<file path="config.mk">
export PLATFORM = sky130hd
export DESIGN_NAME = hazard_ctrl
export DESIGN_NICKNAME = d
export VERILOG_FILES = /design/src/rtl/hazard_ctrl.sv
export SDC_FILE = /design/constraint.sdc
export NUM_CORES = 1
export LEC_CHECK = 0
export ABC_AREA = 1
export CAP_MARGIN = 0
export CORE_ASPECT_RATIO = 1.75
export CORE_MARGIN = 2
export CORE_UTILIZATION = 25
export CTS_CLUSTER_DIAMETER = 50
export DETAILED_ROUTE_END_ITERATION = 16
export PLACE_DENSITY_LB_ADDON = 0.2
export SLEW_MARGIN = 20
export SYNTH_ARGS = -nofsm -noshare
export SYNTH_HDL_FRONTEND = slang
export SYNTH_SLANG_ARGS = --single-unit
</file>
<file path="constraint.sdc">
create_clock -name Clk -period 3.85 [get_ports Clk]
set_input_delay 0.385 -clock Clk [delete_from_list [all_inputs] [get_ports Clk]]
set_output_delay 0.385 -clock Clk [all_outputs]
set_load 0.02 [all_outputs]
</file>
<file path="src/rtl/hazard_ctrl.sv">
// Pipeline hazard controller: load-use stalls, branch flushes, memory-wait freeze and halt
// for the 5-stage datapath, with saturating stall/flush statistics counters.
module hazard_ctrl #(
  parameter int unsigned LOAD_STALL_CYCLES = 1,
  parameter int unsigned FLUSH_CYCLES      = 1,
  parameter int unsigned CNT_W             = 16
) (
  input  logic             Clk,
  input  logic             Reset,
  input  logic [4:0]       ID_Rs,
  input  logic [4:0]       ID_Rt,
  input  logic             ID_UsesRt,
  input  logic             EX_MemRead,
  input  logic [4:0]       EX_Rt,
  input  logic             BranchTaken,
  input  logic             DMemBusy,
  input  logic             Halt,
  output logic             PCWrite,
  output logic             IF_ID_Write,
  output logic             IF_ID_Flush,
  output logic             ID_EX_Flush,
  output logic [CNT_W-1:0] StallCount,
  output logic [CNT_W-1:0] FlushCount,
  output logic [1:0]       State
);

  typedef enum logic [1:0] {
    StRun     = 2'd0,
    StLuStall = 2'd1,
    StFlush   = 2'd2,
    StHalted  = 2'd3
  } state_e;

  // Cnt holds the number of extra cycles left after the current one.
  localparam logic [3:0] LuInit = (LOAD_STALL_CYCLES > 1) ? 4'(LOAD_STALL_CYCLES - 2) : 4'd0;
  localparam logic [3:0] FlInit = (FLUSH_CYCLES > 1) ? 4'(FLUSH_CYCLES - 2) : 4'd0;
  localparam bit         LuMulti = (LOAD_STALL_CYCLES > 1);
  localparam bit         FlMulti = (FLUSH_CYCLES > 1);

  state_e           state_q, state_d;
  logic [3:0]       cnt_q, cnt_d;
  logic [CNT_W-1:0] stall_count_q, stall_count_d;
  logic [CNT_W-1:0] flush_count_q, flush_count_d;

  logic hazard;
  logic pc_write, if_id_write, if_id_flush, id_ex_flush;

  assign hazard = EX_MemRead && (EX_Rt != 5'd0) &&
                  ((EX_Rt == ID_Rs) || (ID_UsesRt && (EX_Rt == ID_Rt)));

  always_comb begin
    state_d     = state_q;
    cnt_d       = cnt_q;
    pc_write    = 1'b0;
    if_id_write = 1'b0;
    if_id_flush = 1'b0;
    id_ex_flush = 1'b0;
    if (state_q != StHalted && !DMemBusy) begin
      if (BranchTaken) begin
        pc_write    = 1'b1;
        if_id_write = 1'b1;
        if_id_flush = 1'b1;
        id_ex_flush = 1'b1;
        state_d     = FlMulti ? StFlush : StRun;
        cnt_d       = FlMulti ? FlInit : cnt_q;
      end else begin
        unique case (state_q)
          StRun: begin
            if (hazard) begin
              id_ex_flush = 1'b1;
              state_d     = LuMulti ? StLuStall : StRun;
              cnt_d       = LuMulti ? LuInit : cnt_q;
            end else if (Halt) begin
              state_d = StHalted;
            end else begin
              pc_write    = 1'b1;
              if_id_write = 1'b1;
            end
          end
          StLuStall: begin
            id_ex_flush = 1'b1;
            if (cnt_q == 4'd0) state_d = StRun;
            else               cnt_d   = cnt_q - 4'd1;
          end
          StFlush: begin
            pc_write    = 1'b1;
            if_id_write = 1'b1;
            if_id_flush = 1'b1;
            id_ex_flush = 1'b1;
            if (cnt_q == 4'd0) state_d = StRun;
            else               cnt_d   = cnt_q - 4'd1;
          end
          default: ;
        endcase
      end
    end

    stall_count_d = stall_count_q;
    if (state_q != StHalted && !if_id_write && stall_count_q != '1) begin
      stall_count_d = stall_count_q + CNT_W'(1);
    end
    flush_count_d = flush_count_q;
    if (if_id_flush && flush_count_q != '1) begin
      flush_count_d = flush_count_q + CNT_W'(1);
    end
  end

  always_ff @(posedge Clk or posedge Reset) begin
    if (Reset) begin
      state_q       <= StRun;
      cnt_q         <= 4'd0;
      stall_count_q <= '0;
      flush_count_q <= '0;
    end else begin
      state_q       <= state_d;
      cnt_q         <= cnt_d;
      stall_count_q <= stall_count_d;
      flush_count_q <= flush_count_d;
    end
  end

  // Controls are forced low for as long as Reset is held.
  assign PCWrite     = pc_write && !Reset;
  assign IF_ID_Write = if_id_write && !Reset;
  assign IF_ID_Flush = if_id_flush && !Reset;
  assign ID_EX_Flush = id_ex_flush && !Reset;
  assign StallCount  = stall_count_q;
  assign FlushCount  = flush_count_q;
  assign State       = state_q;

endmodule

</file>
==> metrics.md <==
| Metric | Value |
|---|---|
| Status | finished clean |
| HP Class | flip-flop to flip-flop |
| CTS max path bufs | 2 |
| Multi-input logic area | approximately 1100 um^2 |
| # IOs | 60 |
| Leak | 1.45 nW |
| Residual DRC | 0 |
| Routed len/inst | 11.9 um |
| Setup TNS | 0 ns |
| Antenna violations before repair | 0 |
| Placed inst area | 2860 um^2 |
| Worst EP required | ~3.5 ns |
| Clk_lat worst skew | 0.27 ns |
| Largest net degree at the start of global routing | 34 |
| Crit path arrival time | approximately 2.4 ns |
| Tmin final | 2.82 ns |
| Die Span X | 74.3 um |
| Post-CTS sizing | 0 |
| Sequential area share after synthesis | 0.382 |
| Die Y | 127 um |
| Fin. max-slew vios | 0 |
| Core Region | between 8000 and 9000 um^2 |
| Post-route cell area | 3000 um^2 |
| Netlist Area Pre-Place | 2160 um^2 |
| Post-layout net count | 371 |
| CP startpoint kind | input pin |
| Unique masters post-synth | 32 |
| DR vias/cell | 4.26 |
| FP Rows | 44 |
| H-Tree Level Count | 2 |
| Fillcell total | 925 |
| Vias in the first global route | 2002 |
| First-pass detailed-route iteration total | 4 |
| Placed Instances | 455 |
| ANT nets after route | 0 |
| Number of CTS-inserted buffers | 5 |
| Commonest non-fill, non-tap cells in the layout | 88 x nand2_1, 59 x clkdlybuf4s50_1, 35 x inv_1, 33 x dfrtp_1, 21 x nand3_1 |
| CP endpoint kind | output pin |
| Area Overhead vs Synth | 38.8% |
| Synth Warn # | 0 |
| Drt first-iter violations | 47 |
| Synthesized area per cell | 7.56 um^2 |
| Clk_skew | 0.00607 ns |
| Number of clock sinks | 33 |
| Crit Path Category | input pin to output pin |
| First-pass GRT wire length | roughly 9.3 mm |
| Total gr overflow | 0 |
| PortBufs | 59 |
| Worst-Margin Slew | 0.462 ns |
| Mapped Cells | 286 |
| CTS Root Cell | clkbuf_16 |
| Period utilisation layout | 0.733 |
| Layout cells sized above 1 | 0.121 |
| GR Util All Layers | 0.128 |
| Die area | 9430 um^2 |
| Crit-path slowest cell | clkdlybuf4s50_1 |
| Post-synth net total | 310 |
| Max incr delay on CP | about 0.63 ns |
| Power per cell area | 263 nW/um^2 |
| Most common cell after layout, fill and taps aside | nand2_1 |
| Slew headroom | 0.691 |
| Number of max-cap violations | 0 |
| Hold-fix buffers, CTS | 0 |
| RSZ-0062 raised after global routing | no |
| CTS tree | done |
| Final hold violation count | 0 |
| Fmax | 0.354 GHz |
| Crit-path cells | clkdlybuf4s50_1, inv_2, nand4_1, o21ai_1, inv_1, nand2_1, nand2_1, nand2_2, nand2_4, nor2_1, clkdlybuf4s50_1 |
| FF/Latch Area | 826 um^2 |
| Post-DP HPWL | 4.25 mm |
| Maximum VDD drop | 138 uV |
| Final Non-Filler Cells | 462 |
| Clock-pin slew on the worst setup and hold paths | approximately 0.050 ns |
| Post-CTS setup buffer count | 0 |
| #FFs+latches synth | 33 |
| Pwr Total | 789 uW |
| Final GP Congestion | 0.768 |
| Crit-path max FO | 28 |
| # setup viols final | 0 |
| Drt total wl | around 5.5 mm |
| Layout Utilization | 0.358 |
| Diode count | 0 |
| Vias | 1968 |
| Initial Util | 0.258 |
## state kept, by name, indices dropped and copies added (netlist names)
register	flops
FlushCount	16
StallCount	16
State	1
## critical path: cells and delay by family
kind                   cells  cell delay [ns]
and+or+nand+nor            6             0.67
AOI/OAI and AO/OA          1             0.14
buffers and inverters      4             1.24
## power by group
part	internal, mW	switching (mW)	total [mW]	leakage (nW)
Clock	0.254	0.136	0.390	0.0700
Combinational	0.0267	0.0252	0.0519	0.939
Sequential	0.347	0	0.347	0.440
## cell families (layout without fill, tap and decap cells)
logic type,after synthesis,after routing,share of synthesized area
XOR/XNOR,19,19,0.0770
AO/OA/AOI/OAI,2,2,0.00579
flip-flops,33,33,0.382
adder cells (fa/ha/maj),2,2,0.0116
buffers and inverters,52,113,0.103
AND/OR/NAND/NOR,178,178,0.420
## area by class of cell
| cell class | instances | share of cell area |
|---|---|---|
| multi-input combinational | 201 | 0.371 |
| sequential | 33 | 0.275 |
| timing repair buffer | 60 | 0.199 |
| inverter | 46 | 0.0588 |
| tap | 115 | 0.0480 |
| clock buffer | 7 | 0.0476 |
## metrics by stage
| stage | hold slack, ns | setup WS [ns] |
|---|---|---|
| after floorplan | 0.481 | 1.84 |
| after global placement | 0.486 | 1.07 |
| after detailed placement | 0.485 | 1.03 |
| after CTS | 0.496 | 1.03 |
| after global routing | 0.505 | 0.857 |
| final | 0.493 | 1.03 |
## worst paths after layout
kind | from | end | slack (ns) | depth (start not counted)
setup / recovery | EX_Rt[3] | IF_ID_Write | 1.03 | 11
hold / removal | FlushCount[3]$_DFFE_PP0P_ | FlushCount[3]$_DFFE_PP0P_ | 0.49 | 1
setup reg to reg | StallCount[0]$_DFFE_PP0P_ | StallCount[9]$_DFFE_PP0P_ | 2.10 | 10
hold reg to reg | FlushCount[3]$_DFFE_PP0P_ | FlushCount[3]$_DFFE_PP0P_ | 0.49 | 1
max in group asynchronous | Reset | FlushCount[6]$_DFFE_PP0P_ | 2.92 | 3
min in group asynchronous | Reset | FlushCount[11]$_DFFE_PP0P_ | 0.61 | 3
## cell usage after synthesis
library cell | number | share of area
and3_1 | 1 | 0.0029
buf_2 | 1 | 0.0023
buf_4 | 2 | 0.0069
buf_6 | 2 | 0.010
clkbuf_1 | 1 | 0.0017
clkinv_1 | 2 | 0.0035
clkinv_2 | 1 | 0.0023
dfrtp_1 | 33 | 0.38
ha_1 | 2 | 0.012
inv_1 | 35 | 0.061
inv_2 | 7 | 0.012
inv_4 | 1 | 0.0029
nand2_1 | 88 | 0.15
nand2_2 | 3 | 0.0087
nand2_4 | 3 | 0.016
nand3_1 | 21 | 0.049
nand3_2 | 4 | 0.019
nand3_4 | 1 | 0.0081
nand4_1 | 19 | 0.055
nand4_2 | 2 | 0.012
nor2_1 | 18 | 0.031
nor2_2 | 6 | 0.017
nor2_4 | 3 | 0.016
nor3_1 | 4 | 0.0093
nor3_2 | 2 | 0.0093
nor3_4 | 1 | 0.0075
nor4_1 | 1 | 0.0029
o21ai_1 | 1 | 0.0023
o31ai_1 | 1 | 0.0035
or3_4 | 1 | 0.0052
xnor2_1 | 7 | 0.028
xor2_1 | 12 | 0.049
## routing by layer
metal / vias to the layer above / wire [um] / global-route usage
met5: - / 0 / 0
met4: 0 / 104 / 0.0452
met3: 9 / 147 / 0.0237
met2: 36 / 3140 / 0.244
met1: 899 / 2100 / 0.133
li1: 1024 / - / -
Power figures use the tool's default switching activity.
